## src/rtl/fir_mac_sequencer.sv

```systemverilog
// Time-multiplexed FIR controller: one shared MAC walks all taps per sample,
// with a configuration-writable coefficient file and a saturated 16-bit result.
module fir_mac_sequencer #(
   parameter int TAPS       = 4,
   parameter int RESET_COEF = 1
) (
   input  logic        clk,
   input  logic        reset,
   input  logic        in_valid,
   output logic        in_ready,
   input  logic [7:0]  x,
   output logic        out_valid,
   input  logic        out_ready,
   output logic [15:0] y,
   input  logic        cfg_we,
   input  logic [3:0]  cfg_addr,
   input  logic [7:0]  cfg_data,
   output logic        cfg_err,
   output logic        busy
);

   localparam int IW = (TAPS > 1) ? $clog2(TAPS) : 1;
   localparam int AW = 16 + IW;
   localparam logic signed [AW-1:0] SAT_MAX = AW'(32767);
   localparam logic signed [AW-1:0] SAT_MIN = AW'(-32768);

   typedef enum logic [1:0] {IDLE, MAC, OUT} state_t;

   state_t                state, state_next;
   logic signed [7:0]     d [TAPS];
   logic signed [7:0]     c [TAPS];
   logic signed [AW-1:0]  acc, acc_sum;
   logic [IW-1:0]         idx;
   logic signed [15:0]    prod;
   logic [15:0]           y_sat;
   logic                  take, last, cfg_ok;

   assign take   = in_valid && (state == IDLE);
   assign last   = (idx == IW'(TAPS - 1));
   assign cfg_ok = (state == IDLE) && ({28'd0, cfg_addr} < 32'(TAPS));
   assign prod   = d[idx] * c[idx];

   always_comb begin
      acc_sum = acc + {{IW{prod[15]}}, prod};
      if (acc_sum > SAT_MAX)
         y_sat = 16'h7fff;
      else if (acc_sum < SAT_MIN)
         y_sat = 16'h8000;
      else
         y_sat = acc_sum[15:0];
   end

   always_ff @(posedge clk) begin
      if (reset)
         state <= IDLE;
      else
         state <= state_next;
   end

   always_comb begin
      state_next = state;
      in_ready   = 1'b0;
      busy       = 1'b1;
      case (state)
         IDLE: begin
            in_ready = 1'b1;
            busy     = 1'b0;
            if (in_valid)
               state_next = MAC;
         end
         MAC: begin
            if (last)
               state_next = OUT;
         end
         OUT: begin
            if (out_ready)
               state_next = IDLE;
         end
         default: state_next = IDLE;
      endcase
   end

   // A coefficient write coinciding with a sample handshake lands before MAC reads it.
   always_ff @(posedge clk) begin
      if (reset) begin
         acc       <= '0;
         idx       <= '0;
         y         <= '0;
         out_valid <= 1'b0;
         cfg_err   <= 1'b0;
         for (int unsigned k = 0; k < TAPS; k++) begin
            d[k] <= '0;
            c[k] <= 8'(RESET_COEF);
         end
      end else begin
         cfg_err <= cfg_we && !cfg_ok;
         if (cfg_we && cfg_ok)
            c[cfg_addr[IW-1:0]] <= cfg_data;
         if (take) begin
            d[0] <= x;
            for (int unsigned k = 1; k < TAPS; k++)
               d[k] <= d[k-1];
            acc <= '0;
            idx <= '0;
         end
         case (state)
            MAC: begin
               acc <= acc_sum;
               idx <= last ? '0 : idx + 1'b1;
               if (last) begin
                  y         <= y_sat;
                  out_valid <= 1'b1;
               end
            end
            OUT: begin
               if (out_ready)
                  out_valid <= 1'b0;
            end
            default: ;
         endcase
      end
   end

endmodule

```

## config.mk

```make
export PLATFORM = sky130hd
export DESIGN_NAME = fir_mac_sequencer
export DESIGN_NICKNAME = d
export VERILOG_FILES = /design/src/rtl/fir_mac_sequencer.sv
export SDC_FILE = /design/constraint.sdc
export NUM_CORES = 1
export LEC_CHECK = 0
export ABC_AREA = 1
export ABC_CLOCK_PERIOD_IN_PS = 15200
export CORE_AREA = 4 4 120 122
export DETAILED_ROUTE_END_ITERATION = 16
export DIE_AREA = 0 0 124 126
export PLACE_DENSITY = 0.79
export SETUP_SLACK_MARGIN = 0.2
export SKIP_CTS_REPAIR_TIMING = 1
export SLEW_MARGIN = 10
export SYNTH_ARGS = -nofsm -noshare
export SYNTH_HDL_FRONTEND = slang
export SYNTH_SLANG_ARGS = --single-unit
```

## constraint.sdc

```tcl
create_clock -name clk -period 15.2 [get_ports clk]
set_input_delay 2.28 -clock clk [delete_from_list [all_inputs] [get_ports clk]]
set_output_delay 2.28 -clock clk [all_outputs]
set_load 0.01 [all_outputs]
```

### Yosys cells after proc, flatten, opt, wreduce, memory -nomap -nowiden

Memories as Yosys holds them, arrays and structs flattened. A register that Yosys moved wholly into a read port is not among the register bits.
Cells that the tools add are included.

* register bits: 40
* latch bits: 0
* memory bits (writable): 64
* bits in read-only memories: 0
* output and inout bits: 20
* memories kept: 2

Memory list
* c: words 4, width 8, rd ports 1, clocked after memory_dff 1, write ports 4, line 31 `logic signed [7:0] c [TAPS];`
* d: words 4, width 8, rd ports 4, clocked after memory_dff 1, write ports 4, line 30 `logic signed [7:0] d [TAPS];`

* add/sub/neg operators: 2
* multipliers: 1
* div/mod/pow operators: 0
* magnitude comparators: 3
* equality and inequality tests: 6
* shifts and indexed selects: 0
* muxes and demuxes: 35
* bitwise operators: 4
* reductions and logical operators: 12

Operator list (number)
* 8-bit two-way mux: 5
* 18-bit two-way mux: 2
* 16-bit two-way mux: 2
* 2-bit two-way mux: 11
* 18-bit adder: 1
* 18-bit by 16-bit > comparator with 1-bit output, second input constant: 1
* 18-bit by 16-bit less-than comparator with 1-bit output, second input constant: 1
* 8-bit by 8-bit multiplier with 16-bit output: 1
* 1-bit two-way mux: 13
* 8-bit OR reduction: 1
* 2-bit != test, second input constant: 3
* 2-bit one-hot mux with 3 select lines: 1
* 3-bit AND reduction: 2
* 2-bit equality test, second input constant: 2
* 1-bit logical AND: 4
* 4-bit by 3-bit less-than comparator with 1-bit output, second input constant: 1
* 1-bit bitwise OR: 4
* 2-bit nonzero test: 2
* 2-bit by 1-bit adder with 2-bit output, second input constant: 1
* 2-bit by 1-bit equality test with 1-bit output, second input constant: 1
* 2-bit logical NOT: 1
* 1-bit one-hot mux with 2 select lines: 1
* 2-bit AND reduction: 1
* 1-bit logical NOT: 1

### Depth between registers and ports, before layout

* word-level depth: 8
* depth in mapped cells: 39
* gate-level depth less buffers: 37

### Worst setup path after synthesis

Ideal clock, no wire load.

* path type: register to register
* from: register with a tool-made name
* to: register y[10]
* library setup time: 122 ps
* arrival: 6059 ps
* data required time: 15078 ps
* slack: 9019 ps
* stages on the path, launching flop included: 38
* path buffers: 3
* cell sequence: dfxtp_1 > clkbuf_1 > inv_1 > buf_2 > nand2_1 > a32oi_1 > inv_1 > nor2_1 > inv_1 > fa_1 > inv_1 > fa_1 > fa_1 > inv_1 > fa_1 > inv_1 > ha_1 > nand2_2 > [2 not listed] > nand2_1 > a21oi_1 > o211a_1 > xor2_1 > inv_1 > ha_1 > nand2_1 > nor2_1 > nand2_1 > inv_1 > nand4_1 > nand3_1 > nand3_1 > nand3_1 > nand2_1 > inv_2 > buf_6 > a21oi_2

RTL lines
* end signal, assigned: line 111 `y <= y_sat;`
* end, declared: line 14 `output logic [15:0] y,`

==> impl_summary.md <==
Status
The run finished with clean final reports.

Synthesis
The post-synthesis cell type count is 33. Ranked by total cell area, the synthesized netlist is headed by edfxtp_1 (24%), fa_1 (14%), dfxtp_1 (11%). The most common cell in the netlist is nand2_1.

By count the netlist is led by nand2_1 (190), inv_1 (180), nor2_1 (140). Synthesis produced a netlist with a net count of around 1100. The top cell type's share of synthesized area is about a quarter. In this run the mean area of a mapped cell was ~8.1 um^2. The number of standard cells after synthesis is around 970.

Of all cell types, the one taking the most synthesized area is edfxtp_1. The synthesized netlist occupies a cell area of a little under 8000 um^2. After synthesis, the share of flip-flops with an asynchronous set or reset is 0%. The portion of the post-synthesis area used by sequential elements is between 30% and 40%. For this run, the number of Yosys warnings is 0. The flip-flop cell with the highest count after synthesis is edfxtp_1.

Synthesis inferred around 110 register bits. The count of flip-flops with a built-in enable after synthesis is between 60 and 70.

Clock tree
TritonCTS built the clock tree. The H-tree was split into 3 levels. The clock latency on the worst-skew pair is around 350 ps. CTS placed an instance of clkbuf_16 at the clock tree root. The clock sink count is ~110. The post-CTS clock slew at the launch and capture registers of the worst setup and hold paths is 80 ps.

Clock tree synthesis inserted a total of 9 buffers. The maximum buffer depth of the clock tree is 2.

Die
In this run the vertical extent of the chip is around 130 um. The total number of placement rows is 42. The die covers ~16000 um^2.

Once the floorplan was initialized, standard cells occupied roughly 60% of the core. The number of top-level design ports is 45. The die is 124 um wide. In this run the standard cell core region covers ~13000 um^2.

Placed design
In this run the cell area measured after placement is about 8500 um^2. The post-detailed-placement half-perimeter wirelength is 12.7 mm. The final weighted congestion in routability-driven placement is 0.941. The placed cell count is ~1200.

The count of port buffers added during placement is 44.

Worst setup path
In this run the critical register-to-register path is captured at y[13]. The worst setup path category is flip-flop to flip-flop. The worst setup path endpoint is y[13]. The kind of start point of the critical path is a flip-flop.

On the worst path, the slowest cell contributes a delay of approximately 600 ps. In this run the worst path has a maximum fanout of 42. The worst endpoint data arrival time is between 7000 and 8000 ps.

The register-to-register setup slack is between 7000 and 8000 ps. The element type at the critical path end is a flip-flop. The critical path data required time is roughly 15000 ps. The number of cells on the worst reg-to-reg path is 34.

Among all stages on the critical path, the largest delay is contributed by fa_1.

Power and ir drop
The static power due to leakage is 4.12 nW. The total power divided by cell area is 213 nW/um^2. IR analysis of the VDD net gives a maximum drop of ~0.22 mV.

GRT
The via count of the first global-routing pass is around 6400. Entering global routing, the biggest net connects 43 pins. The total routing usage reported by global routing is between 20% and 30%. The total congestion overflow after global routing is 0. The initial antenna violation count is 0.

The wire length of the first global-routing pass is between 20 and 30 mm.

Routing
The number of design rule violations left after detail routing is 0. The total wire length is about 17 mm. The remaining number of nets flagged by the antenna check after routing is 0. The average detailed-routed wire length per instance is ~14 um.

After the first detailed-routing iteration, the DRC count stood at 456. The first detailed-routing pass ran for 5 iterations. The vias after detailed routing is 6260. The via density per instance is approximately 5.3.

Layout
The number of nets at the end of the flow is 1131. The finished cells cover 8790 um^2. The multi-input combinational cells in the finished layout cover a total of 4300 um^2.

In the final layout, the share of cells above drive strength 1 is under 10%. The number of filler instances in the final layout is between 1000 and 1500. The diode insertion count for antenna repair is 0. The number of cells in the finished layout apart from fillers is 1184. Compared with the post-synthesis result, the final layout area differs by 11.7%. Across the whole layout, storage elements account for ~2800 um^2.

STA
The number of hold violations in the final report came to 0. The final cycle utilization of the critical path is 49.8%. The final max-slew violation count is 0. The number of setup violations in the final report is 0. The maximum operating frequency is about 0.13 GHz. The shortest period the worst path allows is around 7600 ps. The worst pin sits at a relative slew slack of roughly a quarter. For the final database, setup skew stands at approximately 12 ps. Setup repair after global routing left no endpoint under its margin. At the pin with the least slew margin, the transition time is 1110 ps. For the final routed database, the setup TNS stands at 0 ps.

Worst hold path
The tightest min-delay check is of the flip-flop to flip-flop type.

Job
The number of maximum-capacitance constraint violations is 0.
[state kept, by name (all words and copies together) (netlist names), named ones only]
register   cells
acc           18
c             32
cfg_err        1
d             32
idx            2
out_valid      1
state          2
y             16
[worst max-delay path, delay by kind of cell, from the launching register on]
family | cells | cell delay, ps
flip-flops | 1 | 300
adder cells (fa/ha/maj) | 6 | 2900
AO/OA/AOI/OAI | 7 | 1290
buffers and inverters | 9 | 1610
AND/OR/NAND/NOR | 11 | 1140
XOR/XNOR | 1 | 190
[cells by family (layout without fill, tap and decap cells)]
family	after synthesis	count (layout)	share of synthesized area, %
DFF	106	106	35.1
xor gates and xnor gates	21	21	2.34
adders and majority gates	103	103	21.7
buffers and inverters	212	254	10.3
AOI/OAI and AO/OA	138	138	10.4
and+or+nand+nor	386	386	20.1
[metal layers]
metal	global-route usage, %	up-vias	part of all wire, %
li1	-	3118	-
met1	30.9	2901	45
met2	37.1	203	47
met3	4.26	38	5.6
met4	8.05	0	2.6
met5	0	-	0
[stage by stage]
stage          total power [mW]  utilization, %  hold WS [ps]  setup slack (ps)
3_3_place_gp               1.60            64.2           456              7780
5_1_grt                    2.08            66.6           490              7020
6_report                   1.87            66.6           467              7630
4_1_cts                    1.87            66.6           469              7710
3_5_place_dp               1.61            64.2           455              7750
2_1_floorplan              1.37               -           439              9020
[cells in the final DEF, fill, tap and decap left out, types with 2 or more instances in the layout]
cell type / instances
a21o_1: 3
a21oi_1: 71
a21oi_2: 11
a32o_1: 2
a32oi_1: 13
buf_4: 6
clkbuf_16: 9
clkdlybuf4s50_1: 44
dfxtp_1: 42
edfxtp_1: 64
fa_1: 56
ha_1: 47
inv_1: 180
inv_2: 8
inv_8: 3
nand2_1: 190
nand2_2: 5
nand3_1: 30
nand3_2: 6
nand3b_1: 3
nand4_1: 5
nor2_1: 140
nor2_2: 2
nor3_1: 3
o211ai_1: 3
o21ai_0: 29
o21bai_1: 2
xnor2_1: 11
xor2_1: 10
[how the worst min path moves through the flow]
| stage | start | endpoint | cells after the start | slack (ps) |
|---|---|---|---|---|
| final | out_valid | out_valid | 2 | 470 |
| after global routing | acc[2] | acc[2] | 2 | 490 |
| after CTS | out_valid | out_valid | 2 | 470 |
| after detailed placement | out_valid | out_valid | 2 | 450 |
| after global placement | acc[0] | acc[0] | 2 | 460 |
| after floorplan | acc[0] | acc[0] | 2 | 440 |
[power by group]
group          internal (mW)  switching (mW)
registers              0.329          0.0131
clock network          0.132           0.111
logic                  0.452           0.836
total                  0.914           0.961
[cell type report]
type	count	share of cell area, %
multi-input combinational	648	48.9
inverter	188	8.03
timing repair buffer	50	5.52
tap	176	2.51
clock buffer	9	2.56
clock inverter	7	1.05
sequential	106	31.4
Note: power is estimated with default switching activity, not from simulation.
